### src/rtl/cpu_dbg_pkg.sv
// Shared types and default timing constants for the CPU step/run debug controller.
package cpu_dbg_pkg;

    typedef enum logic [1:0] {
        HALT  = 2'd0,
        STEP  = 2'd1,
        RUN   = 2'd2,
        BREAK = 2'd3
    } step_state_t;

    // 10 ms debounce and 10 Hz run rate at the 50 MHz board clock
    localparam int DEBOUNCE_CYCLES_DEF = 500000;
    localparam int RUN_DIV_DEF         = 5000000;

endpackage

### src/rtl/key_debounce.sv
// Synchronizes and debounces one active-low board key; emits a 1-cycle pulse per accepted press.
module key_debounce
    import cpu_dbg_pkg::*;
#(
    parameter int CYCLES = DEBOUNCE_CYCLES_DEF
) (
    input  logic clk,
    input  logic rst_n,
    input  logic KeyRaw,
    output logic Level,
    output logic Press
);

    localparam int CNT_W = (CYCLES > 1) ? $clog2(CYCLES) : 1;
    localparam logic [CNT_W-1:0] CNT_LAST = CNT_W'(CYCLES - 1);

    logic [1:0]       sync_q;
    logic [CNT_W-1:0] cnt_q;
    logic             level_q;
    logic             level_prev_q;
    logic             press_q;

    always_ff @(posedge clk) begin
        if (!rst_n) begin
            sync_q       <= 2'b11;
            cnt_q        <= '0;
            level_q      <= 1'b1;
            level_prev_q <= 1'b1;
            press_q      <= 1'b0;
        end else begin
            sync_q       <= {sync_q[0], KeyRaw};
            level_prev_q <= level_q;
            press_q      <= level_prev_q & ~level_q;
            // Any sample agreeing with the current level restarts the stability window
            if (sync_q[1] == level_q) begin
                cnt_q <= '0;
            end else if (cnt_q == CNT_LAST) begin
                cnt_q   <= '0;
                level_q <= sync_q[1];
            end else begin
                cnt_q <= cnt_q + 1'b1;
            end
        end
    end

    assign Level = level_q;
    assign Press = press_q;

endmodule

### src/rtl/cpu_step_ctrl.sv
// CPU clock-enable sequencer: single step, divided free-run, and PC breakpoint halt.
module cpu_step_ctrl
    import cpu_dbg_pkg::*;
#(
    parameter int DEBOUNCE_CYCLES = DEBOUNCE_CYCLES_DEF,
    parameter int RUN_DIV         = RUN_DIV_DEF
) (
    input  logic        clk,
    input  logic        rst_n,
    input  logic        KeyStep,
    input  logic        KeyRun,
    input  logic        BreakEnable,
    input  logic [31:0] BreakPC,
    input  logic [31:0] TapPC,
    output logic        CpuEn,
    output logic        Step,
    output logic        Running,
    output logic        AtBreak,
    output logic [15:0] StepCount
);

    localparam int DIV_W = $clog2(RUN_DIV);
    localparam logic [DIV_W-1:0] DIV_LAST = DIV_W'(RUN_DIV - 1);

    logic step_level, step_press;
    logic run_level, run_press;
    logic unused_levels;

    step_state_t      state_q;
    logic [DIV_W-1:0] div_q;
    logic             skip_q;
    logic             cpu_en_q;
    logic             running_q;
    logic             at_break_q;
    logic [15:0]      step_count_q;
    logic [15:0]      step_count_d;
    logic             bp_hit;

    key_debounce #(.CYCLES(DEBOUNCE_CYCLES)) u_step_key (
        .clk    (clk),
        .rst_n  (rst_n),
        .KeyRaw (KeyStep),
        .Level  (step_level),
        .Press  (step_press)
    );

    key_debounce #(.CYCLES(DEBOUNCE_CYCLES)) u_run_key (
        .clk    (clk),
        .rst_n  (rst_n),
        .KeyRaw (KeyRun),
        .Level  (run_level),
        .Press  (run_press)
    );

    assign unused_levels = step_level ^ run_level;

    // TapPC is held between enables, so a direct compare is safe; skip lets the
    // breakpoint instruction itself execute once after a resume.
    assign bp_hit       = BreakEnable && (TapPC == BreakPC) && !skip_q;
    assign step_count_d = step_count_q + {15'd0, cpu_en_q};

    always_ff @(posedge clk) begin
        if (!rst_n) begin
            state_q      <= HALT;
            div_q        <= '0;
            skip_q       <= 1'b0;
            cpu_en_q     <= 1'b0;
            running_q    <= 1'b0;
            at_break_q   <= 1'b0;
            step_count_q <= '0;
        end else begin
            cpu_en_q     <= 1'b0;
            step_count_q <= step_count_d;
            // Run press is checked first everywhere so it wins over a coincident step press
            case (state_q)
                HALT: begin
                    if (run_press) begin
                        state_q   <= RUN;
                        div_q     <= '0;
                        running_q <= 1'b1;
                    end else if (step_press) begin
                        state_q  <= STEP;
                        cpu_en_q <= 1'b1;
                    end
                end
                STEP: begin
                    state_q <= HALT;
                end
                RUN: begin
                    if (run_press) begin
                        state_q   <= HALT;
                        running_q <= 1'b0;
                    end else if (div_q == DIV_LAST) begin
                        div_q <= '0;
                        if (bp_hit) begin
                            state_q    <= BREAK;
                            running_q  <= 1'b0;
                            at_break_q <= 1'b1;
                        end else begin
                            cpu_en_q <= 1'b1;
                            skip_q   <= 1'b0;
                        end
                    end else begin
                        div_q <= div_q + 1'b1;
                    end
                end
                BREAK: begin
                    if (run_press) begin
                        state_q    <= RUN;
                        div_q      <= '0;
                        skip_q     <= 1'b1;
                        running_q  <= 1'b1;
                        at_break_q <= 1'b0;
                    end else if (step_press) begin
                        state_q    <= STEP;
                        cpu_en_q   <= 1'b1;
                        at_break_q <= 1'b0;
                    end
                end
                default: state_q <= HALT;
            endcase
        end
    end

    assign CpuEn     = cpu_en_q;
    assign Step      = cpu_en_q;
    assign Running   = running_q;
    assign AtBreak   = at_break_q;
    assign StepCount = step_count_q;

endmodule
### config.mk
export PLATFORM = sky130hd
export DESIGN_NAME = cpu_step_ctrl
export DESIGN_NICKNAME = d
export VERILOG_FILES = /design/src/rtl/cpu_dbg_pkg.sv /design/src/rtl/key_debounce.sv /design/src/rtl/cpu_step_ctrl.sv
export SDC_FILE = /design/constraint.sdc
export NUM_CORES = 1
export LEC_CHECK = 0
export CAP_MARGIN = 15
export CELL_PAD_IN_SITES_DETAIL_PLACEMENT = 1
export CELL_PAD_IN_SITES_GLOBAL_PLACEMENT = 2
export CORE_AREA = 4 4 128 130
export CTS_CLUSTER_SIZE = 30
export DETAILED_ROUTE_END_ITERATION = 10
export DIE_AREA = 0 0 132 134
export PLACE_DENSITY = 0.88
export RECOVER_POWER = 100
export SLEW_MARGIN = 10
export SYNTH_ARGS = -nofsm -noshare
export SYNTH_HDL_FRONTEND = slang
export SYNTH_SLANG_ARGS = --single-unit
### constraint.sdc
create_clock -name clk -period 2.7 [get_ports clk]
set_input_delay 0.405 -clock clk [delete_from_list [all_inputs] [get_ports clk]]
set_output_delay 0.405 -clock clk [all_outputs]
set_load 0.02 [all_outputs]
* Word level (Yosys, flattened, before mapping)
Cells that the tools add are included.
** Word-level totals
- Flip-flop bits (word level) :: 93
- Output and inout port bits :: 20
** Cells by class
- Add/subtract/negate cells :: 4
- Eq/ne operators :: 19
- Muxes and demuxes :: 31
- Bitwise logic cells :: 7
- Reduce and logical (&&, ||, !) cells :: 16
** Operator list (count)
- 2-to-1 mux 23 bit :: 3
- one-hot mux 23 bit (2 select lines) :: 1
- adder 19 x 1 -> 19 bit, second input constant :: 2
- == test 19 bit, second input constant :: 2
- == test 32 bit :: 1
- adder 23 x 1 -> 23 bit, second input constant :: 1
- == test 23 bit, second input constant :: 1
- 2-to-1 mux 1 bit :: 17
- adder 16 x 1 -> 16 bit :: 1
- 2-to-1 mux 2 bit :: 5
- AND reduction 5 bit :: 2
- inequality test 2 bit, second input constant :: 4
- one-hot mux 1 bit (2 select lines) :: 4
- inequality test 3 x 1 -> 1 bit, second input constant :: 2
- inequality test 3 x 2 -> 1 bit, second input constant :: 2
- one-hot mux 2 bit (3 select lines) :: 1
- AND reduction 3 bit :: 2
- OR reduction 3 bit :: 2
- NOT 1 bit :: 5
- == test 2 bit, second input constant :: 2
- inequality test 2 x 1 -> 1 bit, second input constant :: 2
- AND reduction 2 bit :: 2
- AND reduction 4 bit :: 1
- nonzero test 2 bit :: 2
- other kinds (7) :: 10

* Logic depth before layout (Yosys ltp)
Gate-level depths: netlist of run 1.
- Word-level depth :: 7
- Depth in mapped cells :: 9

* Cells and area by module
From an unflattened synthesis of run 1, not the netlist that was laid out.
** Second synthesis, totals
- Cells, all modules :: 532
- Area total of the unflattened synthesis :: 4650.7 um2
** By module, submodules not included
- cpu_step_ctrl :: times used 1, cells an instance 301, area an instance 2563.7 um2, sequential area each 900.9 um2
- key_debounce at u_run_key :: times used 1, cells an instance 115, area an instance 1052.3 um2, sequential area each 480.5 um2
- key_debounce at u_step_key :: times used 1, cells an instance 116, area an instance 1034.7 um2, sequential area each 480.5 um2

* Least setup slack after synthesis of run 1
No wires, ideal clock.
- Kind :: flip-flop to flip-flop
- Start point :: register state_q[0]
- End point :: register div_q[19]
- Setup time :: 0.116 ns
- Arrival time :: 1.953 ns
- Path slack :: 0.631 ns
- Stages on the path, launching flop included :: 9
- Clock period less this slack :: 2.069 ns
- Cell sequence :: dfxtp_1 inv_1 ha_1 mux2_2 nor3_1 and3_2 nand2_1 a32o_1 o211a_1
** Between the ends
- Word-level cells in the longest chain between the ends :: 4
- Elaborated cells on any way between the ends :: 9
- Those cells by class :: eq/ne (4); mux (1); reduce/logical (4)
** Ends and longest elaborated chain
- from (decl) :: line cpu_step_ctrl.sv:29 : step_state_t state_q;
- from (signal assigned) :: line cpu_step_ctrl.sv:64 : state_q <= HALT;
- from (signal assigned) :: line cpu_step_ctrl.sv:78 : state_q <= RUN;
- from (signal assigned) :: line cpu_step_ctrl.sv:82 : state_q <= STEP;
- == test 2 bit or logical NOT 2 bit (tied branches) :: line cpu_step_ctrl.sv:75 : case (state_q)
- OR reduction 2 bit (no source line)
- inequality test 2 x 1 -> 1 bit (no source line) or nonzero test 2 bit (tied branches)
- AND reduction 3 bit (no source line)
- to (signal assigned) :: line cpu_step_ctrl.sv:104 : div_q <= div_q + 1'b1;
- to (decl) :: line cpu_step_ctrl.sv:30 : logic [DIV_W-1:0] div_q;
Several ways; a longest one is shown, not always the timed one.
A chain may end at the register's enable or synchronous reset.

==> results.toml, run 1 <==
[setup_path]
rr_endpoint = "state_q[0]"
reg2reg_slack_ps = 280
required_ps = 2970
ff2ff_path_depth = 7
worstSetupEndpointType = "register"
start_kind = "input pin"
worstPathMaxFanout = 25
r2r-start = "div_q[0]"
arrival_ps = 2710
path_class = "input pin to register"

[finish]
num-nets-final = 679
syn2layout_area_growth_pct = 29.9
antenna_cells = 0
final_common_cell = "dfxtp_1"
design_area_mm2 = 0.00588
final_cell_mix = "93 x dfxtp_1, 80 x nor2_1, 68 x clkdlybuf4s50_1, 56 x xnor2_1, 39 x xor2_1"
drive_gt1_share_pct = 4.96

[grt]
grt_use_met3_pct = 3.83
busiest_layer = "met2"
met1_usage_pct = 15.0
grt_overflow = 0
antenna_found_initial = 0
met2_usage_pct = 22.2
grt_start_max_net_pins = 26
grt_usage_pct = 12.7
grt_pass1_wl_mm = 18.7
first_global_vias = 3933

[timing]
rsz0062_at_grt = "no"
slew_headroom_pct = 24.4
finalCritPeriodShare_pct = 90.5
slew_viol_final = 0
tightestPinTransition_ps = 1130
finalHoldViolations = 0
skew_ps = 8.90
setup_violations = 0
fmax_mhz = 409
layout_min_cycle_time_ps = 2440
fin_setup_tns_ps = 0

[floorplan]
die_w_um = 132
dieArea_mm2 = 0.0177
die_h_um = 134
ios = 89
start_util_pct = 29.9
row_count = 45
core_mm2 = 0.0151

[min_path]
hold_depth = 2
hold_class = "register to register"
min_from = "u_step_key.level_prev_q"
whs_endpoint = "u_step_key.Press"

[power_and_ir_drop]
max-vdd-ir-drop_uv = 279
cellPowerDensity_mw_per_mm2 = 523
p_leak_nw = 2.06

[yosys]
async_reset_ff_share_pct = 0
syn_area_per_cell_um2 = 8.87
ys_ff_latch = 93
synth_nets = 587
synth_area_mm2 = 0.00453
synth_warnings = 0
yosysSeqAreaShare_pct = 41.1
synth.distinct_cells = 52
synth_edf_count = 0
synthFlopType = "dfxtp_1"
syn_inst = 510

[clock_network]
clk_path_buf_depth = 2
cts_made_buffers = 9
clock-root-buffer = "clkbuf_16"
cts_setup_buffers = 0
htreeDepth = 3
clk_latency_ps = 340
cts.clk_slew.worst_paths_ps = 60
clkSinkCount = 93
cts_hold_buf = 0
cts_tree = "done"
cts.repair.resized = 0

[routing]
drt-total-wl_mm = 11.0
vias = 3821
drc = 0
wl_per_cell_um = 13.8
drt_pass1_iterations = 4
drt-initial-drc-count = 150
postRouteAntennaNets = 0
via_per_inst = 4.82

[placed_design]
placed_area_mm2 = 0.00561
gp_congestion = 0.808
io_buffers = 88
dp_hpwl_mm = 8.54

[outcome]
status = "completed"

[flow_run]
cap_violations = 0
## metrics by stage
step           cells  setup WS [ps]  hold slack [ps]  utilization, %  power [mW]
5_1_grt          793           47.9              414            38.8        3.22
3_3_place_gp     779            432              397            37.0        1.85
4_1_cts          793            345              409            39.0        3.13
3_5_place_dp     779            303              404            37.0        1.86
6_report         793            255              403            38.8        3.07
2_1_floorplan    510            631              386               -        1.69
## worst max path at each step
stage / start / endpoint / slack, ps / depth (start not counted)
after global placement: BreakPC[11] / state_q[0] / 430 / 7
after global routing: rst_n / state_q[0] / 50 / 6
after CTS: div_q[0] / state_q[0] / 340 / 7
after detailed placement: TapPC[11] / state_q[0] / 300 / 7
after floorplan: state_q[0] / div_q[19] / 630 / 8
final: rst_n / state_q[0] / 260 / 6
## critical path, stage by stage
cell	delay, ps
clkdlybuf4s50_1	450
clkbuf_1	830
clkbuf_1	440
nand2b_1	130
or3_1	320
mux2i_1	130
## registers in the layout (all words and copies together) (netlist names), 2 cells and up
signal and cells:
div_q 23, u_run_key.cnt_q 19, u_step_key.cnt_q 19, StepCount 16, state_q 2, u_run_key.sync_q 2, u_step_key.sync_q 2
## power breakdown
part	switching (mW)	total [mW]	internal, mW
clock network	0.513	1.25	0.736
registers	0.0124	1.40	1.39
logic	0.217	0.423	0.206
total	0.742	3.07	2.33
## kinds of logic after synthesis
logic type,share of synthesized area (%)
DFF,41.1
and+or+nand+nor,29.6
AOI/OAI and AO/OA,5.34
adders and majority gates,2.21
muxes,0.912
buffers and inverters,2.46
xor gates and xnor gates,18.4
## routing by layer
metal | wire length [um] | vias to the layer above
met4 | 146 | 0
met2 | 5540 | 70
met1 | 4840 | 1808
met5 | 0 | -
met3 | 441 | 14
li1 | - | 1929
## cell type report
| class | count | area, um2 |
|---|---|---|
| Multi-Input combinational cell | 393 | 2540 |
| Clock buffer | 11 | 243 |
| Timing Repair Buffer | 92 | 901 |
| Clock inverter | 3 | 47.5 |
| Inverter | 13 | 48.8 |
| Fill cell | 1742 | 9270 |
| Tap cell | 188 | 235 |
| Sequential cell | 93 | 1860 |
## Yosys cell counts, types with 2 or more instances
cell / n / area share [%]
a21boi_0: 5 / 0.83
a21oi_1: 11 / 1.2
and2_1: 9 / 1.2
and2b_1: 2 / 0.33
and3_1: 8 / 1.1
and3_2: 2 / 0.33
and4_1: 6 / 1.2
and4_2: 2 / 0.44
buf_2: 2 / 0.22
buf_4: 3 / 0.50
clkbuf_1: 5 / 0.41
dfxtp_1: 93 / 41
ha_1: 8 / 2.2
inv_1: 13 / 1.1
mux2i_1: 3 / 0.66
nand2_1: 33 / 2.7
nand2_2: 2 / 0.28
nand2b_1: 9 / 1.2
nand3_1: 30 / 3.3
nand4_1: 25 / 3.5
nor2_1: 80 / 6.6
nor2b_1: 7 / 0.97
nor3_1: 8 / 0.88
nor4_1: 7 / 0.97
nor4b_1: 3 / 0.58
o211a_1: 2 / 0.44
o21ai_0: 9 / 1.0
or3_1: 6 / 0.83
xnor2_1: 56 / 11
xor2_1: 39 / 7.5
No activity file was read; power rests on OpenSTA's default activity.
==> run 2, diff against run 1 <==
CORE_AREA = 4 4 126 128   (was 4 4 128 130)
DIE_AREA = 0 0 130 132   (was 0 0 132 134)
PLACE_DENSITY = 0.9   (was 0.88)
==> results.toml, run 2 (same netlist as run 1, synthesis figures left out) <==
[timing]
finalHoldViolations = 0
slew_viol_final = 0
setup_violations = 0
tightestPinTransition_ps = 803
fin_setup_tns_ps = 0
finalCritPeriodShare_pct = 84.8
skew_ps = 6.51
rsz0062_at_grt = "no"
slew_headroom_pct = 46.3
layout_min_cycle_time_ps = 2290
fmax_mhz = 437

[routing]
drc = 0
vias = 3802
drt_pass1_iterations = 4
via_per_inst = 4.77
wl_met1_mm = 4.75
drt-initial-drc-count = 132
wl_met2_mm = 5.61
postRouteAntennaNets = 0
highest_layer = "met4"
dr_wl_met3_um = 460
wl_per_cell_um = 13.9
drt-total-wl_mm = 11.1

[clock_network]
htreeDepth = 3
clkSinkCount = 93
cts_setup_buffers = 0
clock-root-buffer = "clkbuf_16"
cts_made_buffers = 9
clk_path_buf_depth = 2
cts_hold_buf = 0
cts.clk_slew.worst_paths_ps = 70
cts_tree = "done"
cts.repair.resized = 0
clk_latency_ps = 340

[grt]
grt_start_max_net_pins = 23
grt_usage_pct = 13.4
grt_pass1_wl_mm = 18.9
antenna_found_initial = 0
first_global_vias = 4030
grt_overflow = 0

[finish]
num-nets-final = 681
reg_top3 = "div_q: 23 flops, u_run_key.cnt_q: 19 flops, u_step_key.cnt_q: 19 flops"
antenna_cells = 0
syn2layout_area_growth_pct = 31.4
final_cell_mix = "93 x dfxtp_1, 80 x nor2_1, 67 x clkdlybuf4s50_1, 56 x xnor2_1, 39 x xor2_1"
final_common_cell = "dfxtp_1"
largest_reg_flops = 23
drive_gt1_share_pct = 5.42
design_area_mm2 = 0.00595
largest-register = "div_q"

[placed_design]
placed_area_mm2 = 0.00562
io_buffers = 88
gp_congestion = 0.773
dp_hpwl_mm = 8.71

[min_path]
hold_class = "register to register"
hold_depth = 2

[power_and_ir_drop]
p_leak_nw = 2.08
max-vdd-ir-drop_uv = 295
cellPowerDensity_mw_per_mm2 = 544

[setup_path]
start_kind = "register"
ff2ff_path_depth = 8
worstPathMaxFanout = 5
worstSetupEndpointType = "register"
path_class = "register to register"
arrival_ps = 2530
required_ps = 2940

[outcome]
status = "completed"

[floorplan]
ios = 89
start_util_pct = 30.4
dieArea_mm2 = 0.0172
core_mm2 = 0.0149
row_count = 45
die_h_um = 132
die_w_um = 130

[flow_run]
cap_violations = 0
[run 2: changes by cell type in the layout (fill, tap and decap cells not counted), sizes merged]
cell	change
buf	+2
clkinv	-2
dlygate4sd3	+1
clkinvlp	+3
clkdlybuf4s50	-1
bufinv	+1
[run 2: layout make-up]
type / count / area [um2]
fillers: 1737 / 8920
clock buffers: 11 / 253
flip-flops and latches: 93 / 1860
clock inverters: 5 / 82.6
repair buffers: 94 / 915
well taps: 188 / 235
multi-input cells: 393 / 2550
inverters: 13 / 48.8
[run 2: metrics by stage]
stage               hold slack (ps)  setup slack [ps]  utilization (%)  cells  power (mW)
floorplan                       386               631                -    510        1.69
global placement                394               443             37.8    781        1.86
detailed placement              409               284             37.8    781        1.88
CTS                             425               409             40.1    797        3.29
global route                    440               188             40.0    797        3.39
finish                          420               411             40.0    797        3.23
[run 2: report_power, final]
part	internal (mW)	leakage, nW	switching, mW
registers	1.39	0.750	0.0125
clock network	0.861	0.154	0.532
logic	0.218	1.18	0.221
[run 2: per-layer routing]
layer | up-vias | global-route usage (%)
li1 | 1930 | -
met1 | 1791 | 15.7
met2 | 65 | 23.2
met3 | 16 | 3.40
met4 | 0 | 5.43
met5 | - | 0
[run 2: path summary, 6_finish.rpt]
kind / slack (ps) / start / endpoint
worst max-delay path: 410 / state_q[0] / div_q[19]
worst min-delay path: 420 / u_step_key.level_prev_q / u_step_key.Press
worst max register to register: 410 / state_q[0] / div_q[19]
worst min register to register: 420 / u_step_key.level_prev_q / u_step_key.Press
[run 2: worst max-delay path, cell delays in order, from the launching register on]
cell	delay [ps]
dfxtp_1	380
inv_1	60
ha_1	320
mux2_2	360
nor3_1	280
and3_2	290
nand2_1	80
a32o_1	280
o211a_1	130
==> run 3, diff against run 2 <==
CORE_AREA = 4 4 133 135   (was 4 4 126 128)
DIE_AREA = 0 0 137 139   (was 0 0 130 132)
PLACE_DENSITY = 0.86   (was 0.9)
clock period = 2.1 ns   (was 2.7 ns; I/O delays follow)
==> results.toml, run 3 (same netlist as run 1, synthesis figures left out) <==
[setup_path]
start_kind = "register"
crit_family = "compound AO/OA/AOI/OAI gates"
path_class = "register to register"
arrival_ps = 2220
path_cells = "nor4_1, nand2_1, clkbuf_1, o41ai_4, clkbuf_2, nor2_1, o21ai_0, a21oi_1"
worstSetupEndpointType = "register"
critPathMaxStageDelay_ps = 370
crit_buf_inv = 2
required_ps = 2330
worstPathMaxFanout = 5
critPathSlowestCell = "o41ai_4"

[timing]
tightestPinTransition_ps = 682
fmax_mhz = 503
slew_viol_final = 0
setup_violations = 0
finalHoldViolations = 0
skew_ps = 6.30
slew_headroom_pct = 54.5
fin_setup_tns_ps = 0
finalCritPeriodShare_pct = 94.8
layout_min_cycle_time_ps = 1990

[routing]
drt-initial-drc-count = 95
postRouteAntennaNets = 0
vias = 3967
drc = 0
drt-total-wl_mm = 11.7
via_per_inst = 4.64
drt_pass1_iterations = 4
wl_per_cell_um = 13.6

[clock_network]
clk_path_buf_depth = 2
cts_made_buffers = 9
htreeDepth = 3
clock-root-buffer = "clkbuf_16"
cts.clk_slew.worst_paths_ps = 60
cts_tree = "done"
clk_latency_ps = 340
clkSinkCount = 93

[min_path]
hold_class = "register to register"

[power_and_ir_drop]
max-vdd-ir-drop_uv = 290
cellPowerDensity_mw_per_mm2 = 630
p_leak_nw = 2.22

[grt]
grt_usage_pct = 12.4
grt_overflow = 0
antenna_found_initial = 0
first_global_vias = 4215
grt_pass1_wl_mm = 19.5
grt_start_max_net_pins = 23

[placed_design]
dp_hpwl_mm = 9.21
io_buffers = 88
gp_congestion = 0.789
placed_area_mm2 = 0.00588

[outcome]
status = "completed"

[floorplan]
row_count = 47
die_h_um = 139
start_util_pct = 27.5
dieArea_mm2 = 0.0190
core_mm2 = 0.0165
die_w_um = 137
ios = 89

[finish]
seq_area_mm2 = 0.00186
largest-register = "div_q"
largest_reg_flops = 23
reg_top3 = "div_q: 23 flops, u_run_key.cnt_q: 19 flops, u_step_key.cnt_q: 19 flops"
num-nets-final = 710
syn2layout_area_growth_pct = 36.4
multi_input_area_mm2 = 0.00260
design_area_mm2 = 0.00617
final_common_cell = "dfxtp_1"
drive_gt1_share_pct = 9.76
final_cell_mix = "91 x dfxtp_1, 80 x nor2_1, 67 x clkdlybuf4s50_1, 56 x xnor2_1, 39 x xor2_1"
n_fill_cell = 1922
antenna_cells = 0

[flow_run]
cap_violations = 0
[run 3: worst paths after layout]
check,startpoint,to,slack [ps],depth (start not counted)
setup / recovery,div_q[20],div_q[20],110,8
hold / removal,u_step_key.sync_q[0],u_step_key.sync_q[1],410,1
setup reg to reg,div_q[20],div_q[20],110,8
hold reg to reg,u_step_key.sync_q[0],u_step_key.sync_q[1],410,1
[run 3: area by class of cell]
class	count	area share, %
clock inverters	2	0.203
clock buffers	11	3.93
well taps	220	4.46
multi-input cells	393	42.1
flip-flops and latches	93	30.2
inverters	13	0.790
repair buffers	123	18.3
[run 3: timing repair]
item                                    4_1_cts  5_1_grt
endpoints found under the setup margin        5       19
pin swaps                                     1        6
buffers inserted                              0        2
hold buffers                                  0        0
resized for setup                             4        7
[run 3: metrics by stage]
step	util, %	power, mW	hold slack [ps]	std cells	setup slack, ps
finish	37.5	3.89	412	855	110
global route	37.5	4.07	428	855	-21.9
CTS	37.4	3.96	417	853	-15.1
detailed placement	35.7	2.47	406	840	-233
global placement	35.7	2.45	401	840	-88.1
floorplan	-	2.17	386	510	30.6
[run 3: report_power, final]
group	internal (mW)	switching, mW
clock	0.813	0.643
sequential	1.78	0.0143
combinational	0.328	0.306
[run 3: worst reg2reg max path, stage by stage, from the launching register on]
cell and delay (ps):
dfxtp_1 350, nor4_1 290, nand2_1 170, clkbuf_1 160, o41ai_4 370, clkbuf_2 220, nor2_1 50, o21ai_0 180
a21oi_1 90
[run 3: layer usage]
layer  global-route usage, %  up-vias  share of wire (%)
met1                    14.1     1906                 42
met4                    4.25        0                1.5
met3                    2.47       13                3.5
li1                        -     1983                  -
met2                    22.8       65                 53
met5                       0        -                  0
